==> src/rtl/ex_pkg.sv <==
// ex_pkg: shared constants and types for the RV32I execute stage.
//   - Opcode constants for the instruction classes handled by ex_alu.
//   - funct3 encodings for the base ALU group and the M-extension multiplies.
//   - State enumeration for the execute-stage sequencer.
package ex_pkg;

  // Major opcodes handled by the execute stage
  localparam logic [6:0] OPC_OP    = 7'b0110011;
  localparam logic [6:0] OPC_OPIMM = 7'b0010011;
  localparam logic [6:0] OPC_LUI   = 7'b0110111;
  localparam logic [6:0] OPC_AUIPC = 7'b0010111;

  // funct3 for OP / OP-IMM with funct7 != M-extension
  localparam logic [2:0] F3_ADDSUB = 3'b000;
  localparam logic [2:0] F3_SLL    = 3'b001;
  localparam logic [2:0] F3_SLT    = 3'b010;
  localparam logic [2:0] F3_SLTU   = 3'b011;
  localparam logic [2:0] F3_XOR    = 3'b100;
  localparam logic [2:0] F3_SR     = 3'b101;
  localparam logic [2:0] F3_OR     = 3'b110;
  localparam logic [2:0] F3_AND    = 3'b111;

  // funct3 for the M-extension multiply group (st[2] = 0)
  localparam logic [2:0] F3_MUL    = 3'b000;
  localparam logic [2:0] F3_MULH   = 3'b001;
  localparam logic [2:0] F3_MULHSU = 3'b010;
  localparam logic [2:0] F3_MULHU  = 3'b011;

  // Execute-stage sequencer: single-cycle ops live in IDLE, multiplies in MUL
  typedef enum logic {
    IDLE = 1'b0,
    MUL  = 1'b1
  } state_t;

endpackage

==> src/rtl/ex_mul.sv <==
// ex_mul: iterative shift-add multiplier for the M-extension multiplies.
//   Operands are reduced to magnitudes, an unsigned 2*XLEN product is
//   accumulated one multiplier bit per cycle, and the product is negated when
//   the operand signs differ. The last accumulation step is resolved
//   combinationally so that result is valid in the same cycle done is high.
// Ports:
//   clk      in   clock
//   rst      in   synchronous active-high clear (also used to abort)
//   start    in   load operands and begin a new multiply
//   a, b     in   XLEN-bit operands (sampled when start is high)
//   a_signed in   treat a as two's complement
//   b_signed in   treat b as two's complement
//   hi_sel   in   return the upper XLEN bits of the product
//   done     out  result is valid this cycle (one-cycle pulse)
//   result   out  selected half of the signed-corrected product
module ex_mul #(
  parameter int XLEN = 32
) (
  input  logic            clk,
  input  logic            rst,
  input  logic            start,
  input  logic [XLEN-1:0] a,
  input  logic [XLEN-1:0] b,
  input  logic            a_signed,
  input  logic            b_signed,
  input  logic            hi_sel,
  output logic            done,
  output logic [XLEN-1:0] result
);

  localparam int CW = $clog2(XLEN);
  localparam logic [CW-1:0] LAST_ITER = CW'(XLEN - 1);

  logic [2*XLEN-1:0] mcand_r;
  logic [2*XLEN-1:0] acc_r;
  logic [XLEN-1:0]   mplier_r;
  logic [CW-1:0]     cnt_r;
  logic              busy_r;
  logic              neg_r;
  logic              hi_r;

  logic [2*XLEN-1:0] acc_nxt_s;
  logic [2*XLEN-1:0] prod_s;

  // Magnitude of an operand; the most-negative value maps to itself, which is
  // the correct unsigned magnitude.
  function automatic logic [XLEN-1:0] magnitude(input logic [XLEN-1:0] v, input logic is_signed);
    if (is_signed && v[XLEN-1]) begin
      magnitude = -v;
    end else begin
      magnitude = v;
    end
  endfunction

  // Next accumulator value and signed fix-up of the product
  always_comb begin
    acc_nxt_s = acc_r;
    if (mplier_r[0]) begin
      acc_nxt_s = acc_r + mcand_r;
    end else begin
      acc_nxt_s = acc_r;
    end
    if (neg_r) begin
      prod_s = -acc_nxt_s;
    end else begin
      prod_s = acc_nxt_s;
    end
  end

  // Half selection and completion flag
  always_comb begin
    done = busy_r && (cnt_r == LAST_ITER);
    if (hi_r) begin
      result = prod_s[2*XLEN-1:XLEN];
    end else begin
      result = prod_s[XLEN-1:0];
    end
  end

  // Iteration state: load on start, one shift-add step per busy cycle
  always_ff @(posedge clk) begin
    if (rst) begin
      mcand_r  <= {(2*XLEN){1'b0}};
      acc_r    <= {(2*XLEN){1'b0}};
      mplier_r <= {XLEN{1'b0}};
      cnt_r    <= {CW{1'b0}};
      busy_r   <= 1'b0;
      neg_r    <= 1'b0;
      hi_r     <= 1'b0;
    end else if (start) begin
      mcand_r  <= {{XLEN{1'b0}}, magnitude(a, a_signed)};
      acc_r    <= {(2*XLEN){1'b0}};
      mplier_r <= magnitude(b, b_signed);
      cnt_r    <= {CW{1'b0}};
      busy_r   <= 1'b1;
      neg_r    <= (a_signed & a[XLEN-1]) ^ (b_signed & b[XLEN-1]);
      hi_r     <= hi_sel;
    end else if (busy_r) begin
      acc_r    <= acc_nxt_s;
      mcand_r  <= {mcand_r[2*XLEN-2:0], 1'b0};
      mplier_r <= {1'b0, mplier_r[XLEN-1:1]};
      cnt_r    <= cnt_r + CW'(1);
      busy_r   <= !done;
    end else begin
      busy_r   <= 1'b0;
    end
  end

endmodule

==> src/rtl/ex_alu.sv <==
// ex_alu: registered RV32I execute stage.
//   Computes the OP / OP-IMM ALU functions plus LUI and AUIPC in one cycle.
//   With EX_MUL_EN defined, OP ops with the M-extension funct7 and st[2] = 0
//   (MUL/MULH/MULHSU/MULHU) run on the iterative ex_mul unit, stalling decode
//   through in_ready for XLEN cycles. Without EX_MUL_EN those ops, and any
//   opcode not listed above, complete in one cycle with wn = 0 and we_o = 0.
// Configuration macro: EX_MUL_EN (enables the multiplier and the MUL state).
// Ports:
//   clk, rst           clock; synchronous active-high reset
//   flush              squash the current op and any in-flight multiply
//   in_valid/in_ready  decode handshake; accept on in_valid && in_ready
//   t, st, sst, m      opcode, funct3, funct7[5], M-extension select
//   n1, n2             operands (rs1 or PC, rs2 or immediate)
//   wa, we             destination register and write-enable
//   out_valid          one-cycle pulse per completed op
//   wa_o, we_o, wn     registered destination, write-enable and result
module ex_alu
  import ex_pkg::*;
#(
  parameter int XLEN = 32
) (
  input  logic            clk,
  input  logic            rst,
  input  logic            flush,
  input  logic            in_valid,
  output logic            in_ready,
  input  logic [6:0]      t,
  input  logic [2:0]      st,
  input  logic            sst,
  input  logic            m,
  input  logic [XLEN-1:0] n1,
  input  logic [XLEN-1:0] n2,
  input  logic [4:0]      wa,
  input  logic            we,
  output logic            out_valid,
  output logic [4:0]      wa_o,
  output logic            we_o,
  output logic [XLEN-1:0] wn
);

  localparam int SHW = $clog2(XLEN);

  logic            out_valid_r;
  logic [4:0]      wa_o_r;
  logic            we_o_r;
  logic [XLEN-1:0] wn_r;

  logic            accept_s;
  logic            supported_s;
  logic [XLEN-1:0] alu_res_s;

  // Base integer ALU; sub selects subtraction, arith selects SRA over SRL
  function automatic logic [XLEN-1:0] alu_fn(
    input logic [2:0]      f3,
    input logic            sub,
    input logic            arith,
    input logic [XLEN-1:0] a,
    input logic [XLEN-1:0] b
  );
    logic [SHW-1:0] sh;
    sh = b[SHW-1:0];
    case (f3)
      F3_ADDSUB: begin
        if (sub) begin
          alu_fn = a - b;
        end else begin
          alu_fn = a + b;
        end
      end
      F3_SLL:  alu_fn = a << sh;
      F3_SLT:  alu_fn = {{(XLEN-1){1'b0}}, ($signed(a) < $signed(b))};
      F3_SLTU: alu_fn = {{(XLEN-1){1'b0}}, (a < b)};
      F3_XOR:  alu_fn = a ^ b;
      F3_SR: begin
        if (arith) begin
          alu_fn = $unsigned($signed(a) >>> sh);
        end else begin
          alu_fn = a >> sh;
        end
      end
      F3_OR:   alu_fn = a | b;
      F3_AND:  alu_fn = a & b;
      default: alu_fn = {XLEN{1'b0}};
    endcase
  endfunction

  // Single-cycle decode: result and whether the op is a supported one.
  // SUB only exists in the register form; OP-IMM bit 30 is immediate data
  // except for SRAI, so it only steers the shift there.
  always_comb begin
    supported_s = 1'b1;
    alu_res_s   = {XLEN{1'b0}};
    case (t)
      OPC_OPIMM: alu_res_s = alu_fn(st, 1'b0, sst, n1, n2);
      OPC_OP: begin
        if (m) begin
          supported_s = 1'b0;
        end else begin
          alu_res_s = alu_fn(st, sst, sst, n1, n2);
        end
      end
      OPC_LUI:   alu_res_s = n2;
      OPC_AUIPC: alu_res_s = n1 + n2;
      default:   supported_s = 1'b0;
    endcase
  end

`ifdef EX_MUL_EN
  state_t          state_r;
  logic [4:0]      pend_wa_r;
  logic            pend_we_r;

  logic            is_mul_s;
  logic            mul_start_s;
  logic            mul_clr_s;
  logic            mul_as_s;
  logic            mul_bs_s;
  logic            mul_hi_s;
  logic            mul_done_s;
  logic [XLEN-1:0] mul_res_s;

  assign in_ready    = !rst && (state_r == IDLE);
  // flush wins over a simultaneous accept
  assign accept_s    = in_valid && in_ready && !flush;
  assign is_mul_s    = (t == OPC_OP) && m && !st[2];
  assign mul_start_s = accept_s && is_mul_s;
  // rst or flush abort any multiply in flight so it never reports done
  assign mul_clr_s   = rst || flush;

  // Operand signedness and half selection for each multiply flavour
  always_comb begin
    mul_as_s = 1'b0;
    mul_bs_s = 1'b0;
    mul_hi_s = 1'b1;
    case (st)
      F3_MULH: begin
        mul_as_s = 1'b1;
        mul_bs_s = 1'b1;
      end
      F3_MULHSU: mul_as_s = 1'b1;
      F3_MULHU:  mul_hi_s = 1'b1;
      F3_MUL:    mul_hi_s = 1'b0;
      default:   mul_hi_s = 1'b0;
    endcase
  end

  ex_mul #(.XLEN(XLEN)) u_mul (
    .clk      (clk),
    .rst      (mul_clr_s),
    .start    (mul_start_s),
    .a        (n1),
    .b        (n2),
    .a_signed (mul_as_s),
    .b_signed (mul_bs_s),
    .hi_sel   (mul_hi_s),
    .done     (mul_done_s),
    .result   (mul_res_s)
  );

  // Sequencer and output registers
  always_ff @(posedge clk) begin
    if (rst) begin
      state_r     <= IDLE;
      pend_wa_r   <= 5'd0;
      pend_we_r   <= 1'b0;
      out_valid_r <= 1'b0;
      wa_o_r      <= 5'd0;
      we_o_r      <= 1'b0;
      wn_r        <= {XLEN{1'b0}};
    end else if (flush) begin
      state_r     <= IDLE;
      out_valid_r <= 1'b0;
    end else begin
      case (state_r)
        IDLE: begin
          if (accept_s && is_mul_s) begin
            pend_wa_r   <= wa;
            pend_we_r   <= we;
            out_valid_r <= 1'b0;
            state_r     <= MUL;
          end else if (accept_s) begin
            out_valid_r <= 1'b1;
            wa_o_r      <= wa;
            we_o_r      <= we && supported_s;
            wn_r        <= alu_res_s;
          end else begin
            out_valid_r <= 1'b0;
          end
        end
        MUL: begin
          if (mul_done_s) begin
            out_valid_r <= 1'b1;
            wa_o_r      <= pend_wa_r;
            we_o_r      <= pend_we_r;
            wn_r        <= mul_res_s;
            state_r     <= IDLE;
          end else begin
            out_valid_r <= 1'b0;
          end
        end
        default: begin
          state_r     <= IDLE;
          out_valid_r <= 1'b0;
        end
      endcase
    end
  end
`else
  assign in_ready = !rst;
  // flush wins over a simultaneous accept
  assign accept_s = in_valid && in_ready && !flush;

  // Output registers for single-cycle ops
  always_ff @(posedge clk) begin
    if (rst) begin
      out_valid_r <= 1'b0;
      wa_o_r      <= 5'd0;
      we_o_r      <= 1'b0;
      wn_r        <= {XLEN{1'b0}};
    end else if (flush) begin
      out_valid_r <= 1'b0;
    end else if (accept_s) begin
      out_valid_r <= 1'b1;
      wa_o_r      <= wa;
      we_o_r      <= we && supported_s;
      wn_r        <= alu_res_s;
    end else begin
      out_valid_r <= 1'b0;
    end
  end
`endif

  assign out_valid = out_valid_r;
  assign wa_o      = wa_o_r;
  assign we_o      = we_o_r;
  assign wn        = wn_r;

endmodule

==> config.mk <==
export PLATFORM = sky130hd
export DESIGN_NAME = ex_alu
export DESIGN_NICKNAME = d
export VERILOG_FILES = /design/src/rtl/ex_pkg.sv /design/src/rtl/ex_mul.sv /design/src/rtl/ex_alu.sv
export SDC_FILE = /design/constraint.sdc
export NUM_CORES = 1
export LEC_CHECK = 0
export BUFFER_PORTS_ARGS = -buffer_cell sky130_fd_sc_hd__clkbuf_2
export CAP_MARGIN = 20
export CORE_UTILIZATION = 55
export DETAILED_ROUTE_END_ITERATION = 10
export PLACE_DENSITY = 0.79
export RECOVER_POWER = 50
export SETUP_SLACK_MARGIN = 0.05
export SLEW_MARGIN = 20
export SYNTH_ARGS = -nofsm -noshare
export SYNTH_HDL_FRONTEND = slang
export SYNTH_SLANG_ARGS = --single-unit
==> constraint.sdc <==
create_clock -name clk -period 11.5 [get_ports clk]
set_input_delay 1.15 -clock clk [delete_from_list [all_inputs] [get_ports clk]]
set_output_delay 1.15 -clock clk [all_outputs]
set_load 0.01 [all_outputs]
Yosys cells after proc, flatten, opt, wreduce, memory -nomap -nowiden
Index checks and enable logic that the tools add are counted.
- flip-flop bits (word level): 39
- logic and storage cells: 44
- output and inout port bits: 40
- input port bits: 86
- reductions and logical operators: 9
- order comparisons: 2
- mux-type cells: 9
- bitwise operators: 4
- shift operators: 3
- equality and inequality tests: 11
- $add $sub $neg: 2
- operators by type and width (kind ; count):
    $pmux 32 s8 ; 2
    $pmux 32 s4 ; 1
    $mux 32 ; 3
    $lt 32x32->1 ; 2
    $add 32x32->32 ; 1
    $and 32x32->32 ; 1
    $or 32x32->32 ; 1
    $shl 32x5->32 ; 1
    $shr 32x5->32 ; 1
    $sshr 32x5->32 ; 1
    $sub 32x32->32 ; 1
    $xor 32x32->32 ; 1
    $eq 7x5->1 const B ; 2
    $eq 7x6->1 const B ; 2
    $eq 3x3->1 const B ; 4
    $eq 3x2->1 const B ; 2
    $eq 3x1->1 const B ; 1
    $logic_and 1x1->1 ; 3
    $logic_not 3->1 ; 1
    $reduce_or 3->1 ; 1
    $logic_not 1->1 ; 2
    $mux 1 ; 2
    $pmux 1 s2 ; 1
    $reduce_and 2->1 ; 1
    2 further kinds ; 2

Longest topological paths before layout
- depth in word-level cells: 5
- mapped depth: 17
- mapped depth without buffers: 14

Worst setup path before layout
OpenSTA, ideal clock, no wires.
- path kind: input to register
- start point: input n2[2]
- end point: register wn_r[30] (netlist: wn[30])
- data arrival time: 4.481 ns
- path slack: 6.885 ns
- required time: 11.366 ns
- buffers on the path: 5
- stages: 16
- path through: clkbuf_1 > inv_1 > clkbuf_1 > buf_2 > buf_2 > ha_1 > buf_4 > nor2b_1 > o2111ai_1 > a211oi_2 > nor3_2 > a31oi_4 > o221ai_2 > mux2_1 > o31ai_1 > a221oi_1
- longest elaborated chain between the ends: 5
- elaborated cells between the ends (all ways): 11
- RTL lines (what ; RTL line ; source):
    from (decl) ; ex_alu.sv:32 ; input logic [XLEN-1:0] n2,
    $add 32x32->32 (tied with other cells) ; ex_alu.sv:67, ex_alu.sv:103 ;
    $mux 32, on equally long branches ; ex_alu.sv:64, ex_alu.sv:75 ;
    $pmux 32 s8 ; ex_alu.sv:62 ; case (f3)
    $mux 32 ; ex_alu.sv:96 ; if (m) begin
    $pmux 32 s4 (*) ; ex_alu.sv:93 ; case (t)
    to (signal assigned) ; ex_alu.sv:219 ; wn_r <= {XLEN{1'b0}};
    to (signal assigned) ; ex_alu.sv:226 ; wn_r <= alu_res_s;
    to (decl) ; ex_alu.sv:46 ; logic [XLEN-1:0] wn_r;
Every way passes the cells marked *; elsewhere a longest branch is shown, timed or not.
A chain may end at the register's enable or synchronous reset.

Final worst setup path
- start point: input n2[3]
- end point: register wn_r[28] (netlist: wn[28])
Same word-level chain as after synthesis.

==> implementation parameters <==
Parameter                              Value

Outcome
  Status ... finished with violations
  Violated checks ... capacitance limit, slew limit

Critical path
  Worst Reg-to-Reg Cells ... 4
  CP cell instances ... clkbuf_2 -> buf_4 -> inv_2 -> ha_1 -> inv_1 -> o221ai_1 -> a211oi_2 -> a211oi_4 -> o21ai_2 -> nor4_4 -> o31ai_1 -> xnor2_1 -> a221oi_1 -> o32ai_2
  Type of element launching the critical path ... input port
  Crit path capture type ... flip-flop
  Critical Path Max Stage Delay ... 0.61 ns
  Worst endpoint data arrival time ... around 5.4 ns
  Crit path max-delay cell type ... sky130_fd_sc_hd__buf_4
  Cell depth of the worst setup path ... 14
  Total buffers and inverters traversed by the critical path ... 4
  Gate family responsible for the most delay along the worst path ... compound AO/OA/AOI/OAI gates
  Worst-path maximum fanout ... 78
  Setup CP Type ... input port to flip-flop
  Worst endpoint required time ... 11.67 ns

GRT
  Number of antenna violations at the first check in global routing ... 1
  Wire length of the first global-routing pass ... 80,030 µm
  Largest net degree at the start of global routing ... between 70 and 80
  Gr usage total ... 49.41%
  Number of global-route vias before repair ... 12,870
  GRT overflow ... 0

Logic synthesis
  EDFF count, synth ... 0
  Post-synthesis async set-or-reset flop share ... 0%
  Fraction of the yosys area taken by sequential cells ... 6.898%
  Top cells by area, synth ... sky130_fd_sc_hd__mux4_2, sky130_fd_sc_hd__ha_1, sky130_fd_sc_hd__a21oi_1
  Average instance area after synthesis ... 6.948 µm²
  Leading area contributor after synthesis ... sky130_fd_sc_hd__mux4_2
  Post-Synthesis Net Count ... 1,814
  Number of synthesis warnings ... 0
  Post-synth top area share ... 11.14%
  Total standard cell area after synthesis ... between 10,000 and 15,000 µm²
  Distinct cells, synth ... 94
  Synthesis-stage register bit count ... 39
  Mapped Cells ... 1,629
  Most common flop cell mapped by yosys ... sky130_fd_sc_hd__dfxtp_1

STA
  Worst-case clock skew ... 0 ns
  Crit path time final ... about 5.2 ns
  Ratio of final minimum period to clock period ... 45.31%
  Worst slew margin relative to its limit ... -27.65%
  Slew at the pin with the worst max-slew slack ... 1.915 ns
  Unrepaired setup endpoints after global routing ... no
  Top achievable clock speed ... around 190 MHz
  Number of pins with negative max-slew slack in the final report ... 29
  Summed negative setup slack over all endpoints ... 0 ns
  Final Hold Viols ... 0
  Endpoints failing setup ... 0

Clock network
  H-Tree Level Count ... 2
  CTS Hold Bufs ... 0
  Clock-pin slew on the worst setup and hold paths ... approximately 0.070 ns
  Maximum count of clock buffers along a single path ... 2
  Number of clock sinks seen by CTS ... 39
  Number of buffers added for setup after CTS ... 0
  TritonCTS clock tree ... built
  Clock Root Buffer ... sky130_fd_sc_hd__clkbuf_16
  Clock insertion delay at the later pin of the skew report ... 0.30 ns
  Quantity of gates resized following cts ... 0
  Number of clock buffers inserted by TritonCTS ... 5

Power and ir drop
  Total net switching power ... approximately 460 µW
  Power density cells ... approximately 74 nW/µm²
  Internal power of the cells ... 433.8 µW
  Lkg Pwr ... roughly 0.0048 µW
  Portion of total power attributed to sequential cells ... between 10% and 20%
  Switching share of total power ... 51.35%
  Worst IR drop on VDD ... 0.00005640 V
  Logic pwr share ... 64.1%
  Clock share of power ... between 20% and 30%

Drt
  Number of search-and-repair iterations in the first detailed-routing pass ... 6
  Number of vias in the routed layout ... 14,060
  Drt wl/cell ... 27.78 µm
  Via density ... between 7 and 8
  Post-route antenna net violation count ... 0
  DRC violation count after routing ... 0
  Starting DRC count in detailed routing ... ~2,000
  Final wirelength ... 53,280 µm

Worst hold path
  Min-Delay Path Depth ... 2
  Worst hold path class ... flip-flop to flip-flop

Final layout
  Share of layout cells above drive strength 1 ... 13.17%
  Layout overhead on the synthesized area ... 5.947%
  Final Cell Area ... 11,990 µm²
  Final net count ... 1,832
  Ant. Diodes ... 0

Die
  Die span in x ... 145.5 µm
  Initial standard-cell utilization of the core ... 55.94%
  Die height ... 145.5 µm
  Die area ... approximately 21,000 µm²
  Num ports ... 126
  Row count ... 52
  Area of the placeable core ... 20,230 µm²

Place
  Detailed Place HPWL ... 39,490 µm
  Cell area after placement ... 11,860 µm²
  Final Wtd Congestion ... 1.083
  Count of buffers inserted at the top-level ports ... 125

Flow run
  Maximum capacitance violations ... 1
[kinds of logic (layout without fill, tap and decap cells)]
logic type | after synthesis | after routing | synth area share (%)
AOI/OAI and AO/OA | 620 | 620 | 36.16
DFF | 39 | 39 | 6.898
muxes | 96 | 96 | 14.74
buffers and inverters | 232 | 251 | 8.335
and+or+nand+nor | 501 | 501 | 19.54
xor gates and xnor gates | 42 | 42 | 3.250
adders and majority gates | 99 | 99 | 11.08
[final cells by class]
cell class,instances,area (µm²)
timing repair buffer,143,720.7
sequential,39,780.7
clock inverter,3,47.55
tap,270,337.8
inverter,100,375.4
fill,2030,8243
clock buffer,5,125.1
multi-input combinational,1358,9604
[power by group through the flow]
stage | clock [µW] | sequential, µW | combinational [µW]
2_1_floorplan | 0 | 142 | 372
3_3_place_gp | 0 | 141 | 539
3_5_place_dp | 0 | 141 | 542
4_1_cts | 178 | 138 | 546
5_1_grt | 182 | 138 | 603
6_report | 182 | 138 | 572
[worst reg2reg max path, cell delays in order (launching register included)]
cell and delay [ns]:
sky130_fd_sc_hd__dfxtp_1 0.41, sky130_fd_sc_hd__a222oi_1 0.33, sky130_fd_sc_hd__o21ai_0 0.26, sky130_fd_sc_hd__a31oi_1 0.21
sky130_fd_sc_hd__a211oi_1 0.07
[final timing paths]
kind | end | startpoint | slack (ns)
worst max-delay path | wn[28]$_SDFFE_PP0P_ | n2[3] | 6.29
worst min-delay path | we_o$_SDFFE_PP0P_ | we_o$_SDFFE_PP0P_ | 0.45
worst max register to register | wn[0]$_SDFFE_PP0P_ | wn[0]$_SDFFE_PP0P_ | 10.08
worst min register to register | we_o$_SDFFE_PP0P_ | we_o$_SDFFE_PP0P_ | 0.45
[state kept, by name, summed over array words and instances, names as in the netlist]
name / flops
out_valid: 1
wn: 32
wa_o: 5
we_o: 1
[cells in the mapped netlist, drive strengths merged, types with 18 or more instances]
cell / instances
a22oi: 18
o21ai: 140
o211ai: 21
nand3: 33
buf: 46
mux2i: 35
nor2: 218
dfxtp: 39
a21oi: 185
o22ai: 18
a211oi: 26
a31oi: 23
a221oi: 26
nand2: 140
nor3: 42
xnor2: 36
o21bai: 19
ha: 97
inv: 98
mux4: 56
clkbuf: 86
o221ai: 25
[per-layer routing]
metal | up-vias | track usage, % | wire length, µm
met4 | 2 | 27.26 | 3676
met3 | 251 | 13.92 | 7687
met1 | 6518 | 64.83 | 19690
li1 | 6087 | - | -
met5 | - | 0 | 13
met2 | 1202 | 73.03 | 22210
[per-stage QoR]
step	power [µW]	setup slack, ns	std cells	hold slack (ns)	util, %
final	891.7	6.289	1918	0.4539	59.26
after global routing	923.1	5.988	1918	0.4779	59.26
after CTS	861.8	6.506	1918	0.4564	59.46
after detailed placement	683.4	6.202	1910	0.4460	58.61
after global placement	680.3	6.238	1910	0.4409	58.61
after floorplan	514.3	6.885	1629	0.4761	-
[layout by cell type (no fill, tap or decap), types with 25 or more instances in the layout]
cell	instances
sky130_fd_sc_hd__clkbuf_1	34
sky130_fd_sc_hd__a221oi_1	25
sky130_fd_sc_hd__nand3_1	33
sky130_fd_sc_hd__mux4_2	56
sky130_fd_sc_hd__mux2i_1	35
sky130_fd_sc_hd__inv_1	94
sky130_fd_sc_hd__xnor2_1	36
sky130_fd_sc_hd__nand2_1	140
sky130_fd_sc_hd__nor2_1	215
sky130_fd_sc_hd__a21oi_1	185
sky130_fd_sc_hd__o21ai_0	134
sky130_fd_sc_hd__ha_1	97
sky130_fd_sc_hd__nor3_1	38
sky130_fd_sc_hd__clkbuf_2	90
sky130_fd_sc_hd__dfxtp_1	39
Note: power is estimated with default switching activity, not from simulation.
